**src/rtl/seqdet_pkg.sv**
```systemverilog
// Shared constants and helpers for the programmable sequence detector.
// The match counter is compiled in only when SEQDET_COUNT_EN is defined.
package seqdet_pkg;

  localparam int unsigned MAX_LEN_DEF = 8;
  localparam int unsigned CNT_W_DEF   = 8;
  localparam int unsigned CMP_W       = 32;

  // A pattern length is usable only if it selects at least one bit and fits the history.
  function automatic logic len_legal(input int unsigned len, input int unsigned max_len);
    return (len >= 1) && (len <= max_len);
  endfunction

  // Compare only the low len bits; bits above the active length are don't-care.
  function automatic logic masked_eq(input logic [CMP_W-1:0] hist,
                                     input logic [CMP_W-1:0] pat,
                                     input int unsigned      len);
    logic [CMP_W-1:0] mask;
    mask = (len >= CMP_W) ? '1 : ((CMP_W'(1) << len) - CMP_W'(1));
    return ((hist ^ pat) & mask) == '0;
  endfunction

endpackage

```
**src/rtl/seqdet_cfg_reg.sv**
```systemverilog
// Validated configuration register for the sequence detector.
// Latches pattern/length/overlap on a legal load and pulses cfg_err on an illegal one.
module seqdet_cfg_reg
  import seqdet_pkg::*;
#(
  parameter int unsigned MAX_LEN = MAX_LEN_DEF,
  parameter int unsigned LEN_W   = $clog2(MAX_LEN + 1)
) (
  input  logic               clk,
  input  logic               rst,
  input  logic               cfg_load,
  input  logic [MAX_LEN-1:0] cfg_pattern,
  input  logic [LEN_W-1:0]   cfg_len,
  input  logic               cfg_overlap,
  output logic [MAX_LEN-1:0] pattern,
  output logic [LEN_W-1:0]   len,
  output logic               overlap,
  output logic               cfg_err,
  output logic               load_ok_c
);

  logic [MAX_LEN-1:0] pattern_q, pattern_d;
  logic [LEN_W-1:0]   len_q, len_d;
  logic               overlap_q, overlap_d;
  logic               cfg_err_q, cfg_err_d;

  always_comb begin
    load_ok_c = cfg_load && len_legal(32'(cfg_len), MAX_LEN);
    pattern_d = pattern_q;
    len_d     = len_q;
    overlap_d = overlap_q;
    cfg_err_d = cfg_load && !load_ok_c;
    if (load_ok_c) begin
      pattern_d = cfg_pattern;
      len_d     = cfg_len;
      overlap_d = cfg_overlap;
    end
  end

  // len of zero after reset keeps the detector disabled until the first legal load.
  always_ff @(posedge clk) begin
    if (rst) begin
      pattern_q <= '0;
      len_q     <= '0;
      overlap_q <= 1'b1;
      cfg_err_q <= 1'b0;
    end else begin
      pattern_q <= pattern_d;
      len_q     <= len_d;
      overlap_q <= overlap_d;
      cfg_err_q <= cfg_err_d;
    end
  end

  assign pattern = pattern_q;
  assign len     = len_q;
  assign overlap = overlap_q;
  assign cfg_err = cfg_err_q;

endmodule

```
**src/rtl/seq_detector_param.sv**
```systemverilog
// Runtime-programmable serial bit-sequence detector with registered match pulse.
// Define SEQDET_COUNT_EN to add the saturating match_count output.
module seq_detector_param
  import seqdet_pkg::*;
#(
  parameter int unsigned MAX_LEN = MAX_LEN_DEF,
  parameter int unsigned LEN_W   = $clog2(MAX_LEN + 1)
`ifdef SEQDET_COUNT_EN
  ,
  parameter int unsigned CNT_W   = CNT_W_DEF
`endif
) (
  input  logic               clk,
  input  logic               rst,
  input  logic               cfg_load,
  input  logic [MAX_LEN-1:0] cfg_pattern,
  input  logic [LEN_W-1:0]   cfg_len,
  input  logic               cfg_overlap,
  output logic               cfg_err,
  input  logic               in_valid,
  input  logic               x,
  output logic               match,
  output logic [LEN_W-1:0]   fill
`ifdef SEQDET_COUNT_EN
  ,
  output logic [CNT_W-1:0]   match_count
`endif
);

  logic [MAX_LEN-1:0] pattern;
  logic [LEN_W-1:0]   len;
  logic               overlap;
  logic               load_ok_c;

  seqdet_cfg_reg #(
    .MAX_LEN (MAX_LEN),
    .LEN_W   (LEN_W)
  ) u_cfg (
    .clk         (clk),
    .rst         (rst),
    .cfg_load    (cfg_load),
    .cfg_pattern (cfg_pattern),
    .cfg_len     (cfg_len),
    .cfg_overlap (cfg_overlap),
    .pattern     (pattern),
    .len         (len),
    .overlap     (overlap),
    .cfg_err     (cfg_err),
    .load_ok_c   (load_ok_c)
  );

  logic [MAX_LEN-1:0] history_q, history_d;
  logic [LEN_W-1:0]   fill_q, fill_d;
  logic               match_q, match_d;
  logic               hit_c;
`ifdef SEQDET_COUNT_EN
  logic [CNT_W-1:0]   count_q, count_d;
`endif

  // Any cfg_load owns the cycle: a same-cycle data bit is dropped even if the load is rejected.
  always_comb begin
    history_d = history_q;
    fill_d    = fill_q;
    match_d   = 1'b0;
    hit_c     = 1'b0;
`ifdef SEQDET_COUNT_EN
    count_d   = count_q;
`endif
    if (load_ok_c) begin
      history_d = '0;
      fill_d    = '0;
`ifdef SEQDET_COUNT_EN
      count_d   = '0;
`endif
    end else if (!cfg_load && in_valid) begin
      history_d = {history_q[MAX_LEN-2:0], x};
      fill_d    = (fill_q < len) ? fill_q + LEN_W'(1) : len;
      hit_c     = (len != '0) && (fill_d == len) &&
                  masked_eq(CMP_W'(history_d), CMP_W'(pattern), 32'(len));
      match_d   = hit_c;
      if (hit_c && !overlap) begin
        fill_d = '0;
      end
`ifdef SEQDET_COUNT_EN
      if (hit_c && (count_q != '1)) begin
        count_d = count_q + CNT_W'(1);
      end
`endif
    end
  end

  always_ff @(posedge clk) begin
    if (rst) begin
      history_q <= '0;
      fill_q    <= '0;
      match_q   <= 1'b0;
`ifdef SEQDET_COUNT_EN
      count_q   <= '0;
`endif
    end else begin
      history_q <= history_d;
      fill_q    <= fill_d;
      match_q   <= match_d;
`ifdef SEQDET_COUNT_EN
      count_q   <= count_d;
`endif
    end
  end

  assign match = match_q;
  assign fill  = fill_q;
`ifdef SEQDET_COUNT_EN
  assign match_count = count_q;
`endif

endmodule

```
**config.mk**
```make
export PLATFORM = sky130hd
export DESIGN_NAME = seq_detector_param
export DESIGN_NICKNAME = d
export VERILOG_FILES = /design/src/rtl/seqdet_pkg.sv /design/src/rtl/seqdet_cfg_reg.sv /design/src/rtl/seq_detector_param.sv
export SDC_FILE = /design/constraint.sdc
export NUM_CORES = 1
export LEC_CHECK = 0
export BUFFER_PORTS_ARGS = -buffer_cell sky130_fd_sc_hd__buf_2
export CORE_UTILIZATION = 58
export CTS_BUF_LIST = sky130_fd_sc_hd__clkbuf_8
export CTS_CLUSTER_DIAMETER = 100
export DETAILED_ROUTE_END_ITERATION = 16
export GPL_TIMING_DRIVEN = 0
export MAX_ROUTING_LAYER = met4
export PLACE_DENSITY_LB_ADDON = 0.05
export SETUP_SLACK_MARGIN = 0.02
export SLEW_MARGIN = 15
export SYNTH_ARGS = -nofsm -noshare
export SYNTH_HDL_FRONTEND = slang
export SYNTH_SLANG_ARGS = --single-unit
```
**constraint.sdc**
```tcl
create_clock -name clk -period 3.05 [get_ports clk]
set_input_delay 0.305 -clock clk [delete_from_list [all_inputs] [get_ports clk]]
set_output_delay 0.305 -clock clk [all_outputs]
set_load 0.02 [all_outputs]
```
Word level (Yosys, flattened, before mapping)
Index checks and enable logic that the tools add are counted.
{ "totals": {"reg_bits": 26, "latch_bits": 0, "ram_bits": 0, "mem_bits_ro": 0, "input_bits": 18, "output_inout_bits": 6, "mem_count": 0} }
{ "classes": {"addsub": 2, "mul": 0, "div": 0, "order_cmp": 3, "eq_ne": 1, "shift": 1, "mux": 2, "n_bitwise": 3, "n_reduce_logical": 14} }
{ "ops": {"columns": ["operator", "count"], "rows": [
  ["$and 8x32->32", 1],
  ["$logic_not 32->1", 1],
  ["$shl 1x4->32 const A", 1],
  ["$sub 32x1->32 const B", 1],
  ["$mux 4", 2],
  ["$xor 8x8->8", 1],
  ["$logic_and 1x1->1", 7],
  ["$add 4x1->4 const B", 1],
  ["$eq 4x4->1", 1],
  ["$ge 4x1->1 const B", 1],
  ["$le 4x4->1 const B", 1],
  ["$lt 4x4->1", 1],
  ["$reduce_bool 4->1", 1],
  ["$logic_not 1->1", 3],
  ["$reduce_or 3->1", 1],
  ["$reduce_or 2->1", 1],
  ["$not 1->1", 1]
]} }

Longest topological paths before layout
{ "logic_depth": {"depth_word": 7, "depth_mapped": 11, "ltp_nobuf": 9} }

Cells and area by module
Synthesis repeated with hierarchy kept, for this count alone.
{ "hier_totals": {"cells_unflattened": 182, "hier_area_um2": 1571.5} }
{ "modules_own_cells": {"columns": ["module", "n_inst", "cells_each", "area_each_um2", "seq_area_each_um2"], "rows": [
  ["seq_detector_param", 1, 117, 973.4, 240.2],
  ["seqdet_cfg_reg", 1, 65, 598.1, 280.3]
]} }

Least setup slack after synthesis
No wires, ideal clock.
{ "synth_path": {"path_kind": "flip-flop to flip-flop", "startpoint": "reg u_cfg.len_q[1] (netlist: u_cfg.len[1])", "endpoint": "reg fill_q[1] (netlist: fill[1])", "arrival_time_ps": 2139, "required_ps": 2918, "setup_slack_ps": 778, "path_stages_with_launch": 10, "period_less_slack_ps": 2272, "path_cell_list": "dfxtp_1 buf_6 or4_4 ha_1 clkbuf_1 nand2_1 a21oi_1 or4b_4 o211ai_1 a21oi_1"} }
{ "synth_via": {"elab_chain_cells": 7, "word_cells_on_any_way": 12, "classes_between": "1 x add/sub; 1 x order compare; 1 x eq/ne; 1 x shift; 2 x mux; 1 x bitwise; 5 x reduce/logical"} }
{ "synth_lines": {"columns": ["element", "line_no", "text"], "rows": [
  ["start: declaration", "seqdet_cfg_reg.sv:23", "logic [LEN_W-1:0] len_q, len_d;"],
  ["start signal: assignment", "seqdet_cfg_reg.sv:49", "len_q <= len_d;"],
  ["$shl 1x4->32 / $lt 4x4->1 (equally long branches)", "seqdet_pkg.sv:19, seq_detector_param.sv:77", null],
  ["$sub 32x1->32 / $mux 4 (equally long branches)", "seqdet_pkg.sv:19, seq_detector_param.sv:77", null],
  ["$and 8x32->32 / $eq 4x4->1 (equally long branches)", "seqdet_pkg.sv:20, seq_detector_param.sv:78", null],
  ["$logic_not 32->1 / $logic_and 1x1->1 (equally long branches)", "seqdet_pkg.sv:20, seq_detector_param.sv:78", null],
  ["$logic_and 1x1->1", "seq_detector_param.sv:78", "hit_c = (len != '0) && (fill_d == len) &&"],
  ["$logic_and 1x1->1", "seq_detector_param.sv:81", "if (hit_c && !overlap) begin"],
  ["$mux 4 *", "seq_detector_param.sv:81", null],
  ["end signal: assignment", "seq_detector_param.sv:102", "fill_q <= fill_d;"],
  ["end: declaration", "seq_detector_param.sv:53", "logic [LEN_W-1:0] fill_q, fill_d;"]
]} }
Mark *: on every way between the ends. The rest lies on a longest branch, timed or not.
A chain may end at the register's enable or synchronous reset.

Worst setup path after layout
{ "layout_path": {"startpoint": "reg u_cfg.len_q[1] (netlist: u_cfg.len[1])", "endpoint": "reg fill_q[3] (netlist: fill[3])"} }
The elaborated chain is that of the path after synthesis.

==> parameters.txt <==
Parameter                              Value

Pwr
  Sw frac ... 26.99%
  Clock network power share ... 30.4%
  Share of power burned in combinational logic ... 19.8%
  Leakage power of the design ... 0.7477 nW
  Sw Pwr ... 0.1957 mW
  Areal power density over the cells ... 433.9 mW/mm^2
  Fraction of power consumed by sequential logic ... 49.8%
  Cell Int Power ... 0.5295 mW
  Worst-case vdd ir drop ... 0.4290 mV

Detailed routing
  Via-per-instance ratio ... 5.664
  Initial detailed-routing violation count ... 20
  Average routed wire per standard cell ... 13.61 um
  Total Routed Length ... 3034 um
  Number of search-and-repair iterations in the first detailed-routing pass ... 4
  Number of vias after detailed routing ... 1263
  DRC viols ... 0
  Detail Route Antenna Nets ... 0

Critical path
  Number of cells traversed by the worst register-to-register path ... 10
  Slowest cell on the critical path ... sky130_fd_sc_hd__or4_4
  Max incr delay on CP ... 0.54 ns
  CP Data Required Time ... 3.26 ns
  Capturing element type of the critical path ... flip-flop
  Kind of cell adding the most delay to the critical path ... simple AND/OR/NAND/NOR gates
  Critical-path maximum fanout ... 9
  Levels on crit path ... 10
  Buffering stage count on the worst path with inverters included ... 2
  Type of element launching the critical path ... flip-flop
  Worst Path Arrival ... 2.69 ns
  Worst setup path class ... flip-flop to flip-flop
  Chain of cells forming the critical path ... buf_6 > or4_4 > ha_1 > clkbuf_1 > nor3_1 > a32o_1 > nor2_1 > o221ai_2 > o211ai_1 > a21oi_1

Synth
  Unique cell type count in the Yosys netlist ... 40
  Post-Syn Area ... 0.001466 sq mm
  Fraction of the mapped netlist area in simple logic gates ... 19.88%
  Xor and xnor fraction of the mapped netlist area ... 10.07%
  Multiplexer share of the synthesized area ... 9.727%
  Portion of the post-synthesis area used by sequential elements ... 35.49%
  Largest family of logic cells by synthesized area ... simple AND/OR/NAND/NOR gates
  Instance count of the mapped netlist ... 168
  Post-synthesis share of cell area spent on full adders, half adders and majority gates ... 4.266%
  Compound-cell area share of the yosys netlist ... 15.02%
  Average cell area after synthesis ... 8.729 sq um
  Flip-flop and latch count after synthesis ... 26
  Net count after synthesis ... 191
  Number of warnings printed during yosys synthesis ... 0

Placed design
  Pre-CTS worst setup slack ... 0.6065 ns
  DP Wirelength ... 2304 um
  Number of buffer cells added on primary ports ... 23
  Final Wtd Congestion ... 0.9108

Clock tree
  Number of sinks handled by clock tree synthesis ... 26
  Number of buffers created by CTS ... 3
  Maximum buffer depth of the clock tree ... 2
  Cells resized by post-CTS repair ... 0
  CTS tree ... done
  Hold_buf cts ... 0
  Library cell used as clock root buffer ... sky130_fd_sc_hd__clkbuf_8
  Clock latency at the later pin of the worst-skew pair ... 0.27 ns
  Post-CTS setup buffers ... 0
  Maximum level of the CTS H-tree ... 1
  Worst-path clk slew ... 0.08 ns

Layout
  Number of nets in the layout ... 219
  N_diodes ... 0
  Post-route core utilization ... 72.77%
  Most frequent cells in the layout ... sky130_fd_sc_hd__nand2_1 (26), sky130_fd_sc_hd__dfxtp_1 (26), sky130_fd_sc_hd__buf_2 (25)
  Fraction of final layout cells sized beyond drive strength 1 ... 23.59%
  Relative area change from synthesis to final layout ... 13.99%

GRT
  Global-route wire length before repair ... 5264 um
  Number of antenna violations at the first check in global routing ... 0
  Met3 usage ... 5.797%
  Via count of the first global-routing pass ... 1194
  Met1 Resource Use GR ... 34.40%
  Most heavily used metal layer in global routing ... met2
  Leftover overflow at the end of global routing ... 0
  Pin count of the biggest net entering global routing ... 15
  Total global routing track utilization ... 27.19%
  Fraction of met2 tracks used by global routing ... 41.35%

Timing
  Share of the clock period used by the worst path after layout ... 81.45%
  Final max-slew violation count ... 0
  Setup repair after global routing missed its margin ... no
  Achievable clock frequency ... 402.5 MHz
  Total count of hold-check failures in the final report ... 0
  Fin Setup TNS ... 0 ns
  Transition time at the pin with the least slew margin ... 0.4044 ns
  Fin crit period ... 2.484 ns
  Final Worst Setup Slack ... 0.5657 ns
  Tightest slew margin relative to the limit ... 73.04%
  Layout Skew ... 0.001204 ns
  Worst slack on hold paths ... 0.2615 ns
  Final setup violation count ... 0

Hold path
  Hold WC Path Type ... primary input to flip-flop
  Worst hold path stage count ... 3

Floorplanning
  Count of boundary I/O pins ... 24
  Number of core rows ... 17
  DIE WIDTH ... 52.28 um
  Floorplan core area ... 0.002297 sq mm
  Initial Util ... 63.83%
  Die Height ... 52.28 um
  Die outline area ... 0.002733 sq mm

Run
  Max-capacitance violation count ... 0

Outcome
  Status ... completed
## layer usage
| metal | share of wire, % | vias up |
|---|---|---|
| met5 | 0 | - |
| met4 | 1.7 | 0 |
| met3 | 3.5 | 5 |
| met2 | 48 | 25 |
| met1 | 47 | 591 |
| li1 | - | 642 |
## cell families after synthesis
| kind of cell | count (synthesis) |
|---|---|
| adders and majority gates | 5 |
| buffers and inverters | 14 |
| xor gates and xnor gates | 16 |
| AOI/OAI and AO/OA | 34 |
| muxes | 14 |
| DFF | 26 |
| and+or+nand+nor | 59 |
## synth_stat cells, drive strengths merged
library cell	n	area [sq um]
xnor2	8	70.07
a21oi	19	95.09
inv	4	15.01
a32o	1	10.01
clkbuf	4	15.01
xor2	8	77.58
mux2i	12	120.1
or4	2	18.77
nor3	4	25.02
o221ai	2	23.77
nand2b	2	12.51
or4b	1	13.76
nor2b	1	6.260
buf	6	51.30
o22ai	1	6.260
a31o	1	8.760
nor4	3	31.28
and3	2	12.51
o211ai	4	30.03
ha	5	62.56
a211o	1	8.760
nand2	27	103.9
dfxtp	26	520.5
nor2	14	52.55
o21ai	3	18.76
o311ai	1	8.760
o211a	1	10.01
mux2	2	22.52
nand3	3	15.01
## power groups by stage
stage	Combinational (mW)	Clock, mW	Sequential (mW)
global placement	0.137	0	0.369
floorplan	0.104	0	0.369
finish	0.144	0.220	0.361
global route	0.160	0.238	0.363
detailed placement	0.142	0	0.369
CTS	0.142	0.226	0.361
## sequential cells by signal (all words and copies together), names as in the netlist
name           cells
u_cfg.pattern      8
history_q          7
fill               4
u_cfg.len          4
match              1
u_cfg.cfg_err      1
u_cfg.overlap      1
## path summary, 6_finish.rpt
check | startpoint | endpoint | slack (ns)
hold / removal | cfg_pattern[0] | u_cfg.pattern[0] | 0.26
hold reg to reg | history_q[5] | history_q[6] | 0.48
setup reg to reg | u_cfg.len[1] | fill[3] | 0.57
setup / recovery | u_cfg.len[1] | fill[3] | 0.57
## metrics by stage
stage / total power, mW / cell area [sq um] / instances
floorplan: 0.4730 / 1466 / 168
global placement: 0.5059 / 1617 / 219
detailed placement: 0.5107 / 1617 / 219
CTS: 0.7295 / 1672 / 223
global route: 0.7602 / 1672 / 223
finish: 0.7253 / 1672 / 223
## worst reg2reg max path: stages, from the launching register on
cell and delay (ns):
sky130_fd_sc_hd__dfxtp_1 0.32, sky130_fd_sc_hd__buf_6 0.13, sky130_fd_sc_hd__or4_4 0.55, sky130_fd_sc_hd__ha_1 0.21, sky130_fd_sc_hd__clkbuf_1 0.17, sky130_fd_sc_hd__nor3_1 0.24, sky130_fd_sc_hd__a32o_1 0.21, sky130_fd_sc_hd__nor2_1 0.05
sky130_fd_sc_hd__o221ai_2 0.25, sky130_fd_sc_hd__o211ai_1 0.15, sky130_fd_sc_hd__a21oi_1 0.15
## layout make-up
| class | instances | area [sq um] |
|---|---|---|
| multi-input combinational | 128 | 864.6 |
| fill | 189 | 625.6 |
| sequential | 26 | 520.5 |
| timing repair buffer | 23 | 115.1 |
| buffer | 10 | 66.31 |
| clock buffer | 4 | 55.05 |
| tap | 28 | 35.03 |
| inverter | 4 | 15.01 |
Power figures use the tool's default switching activity.
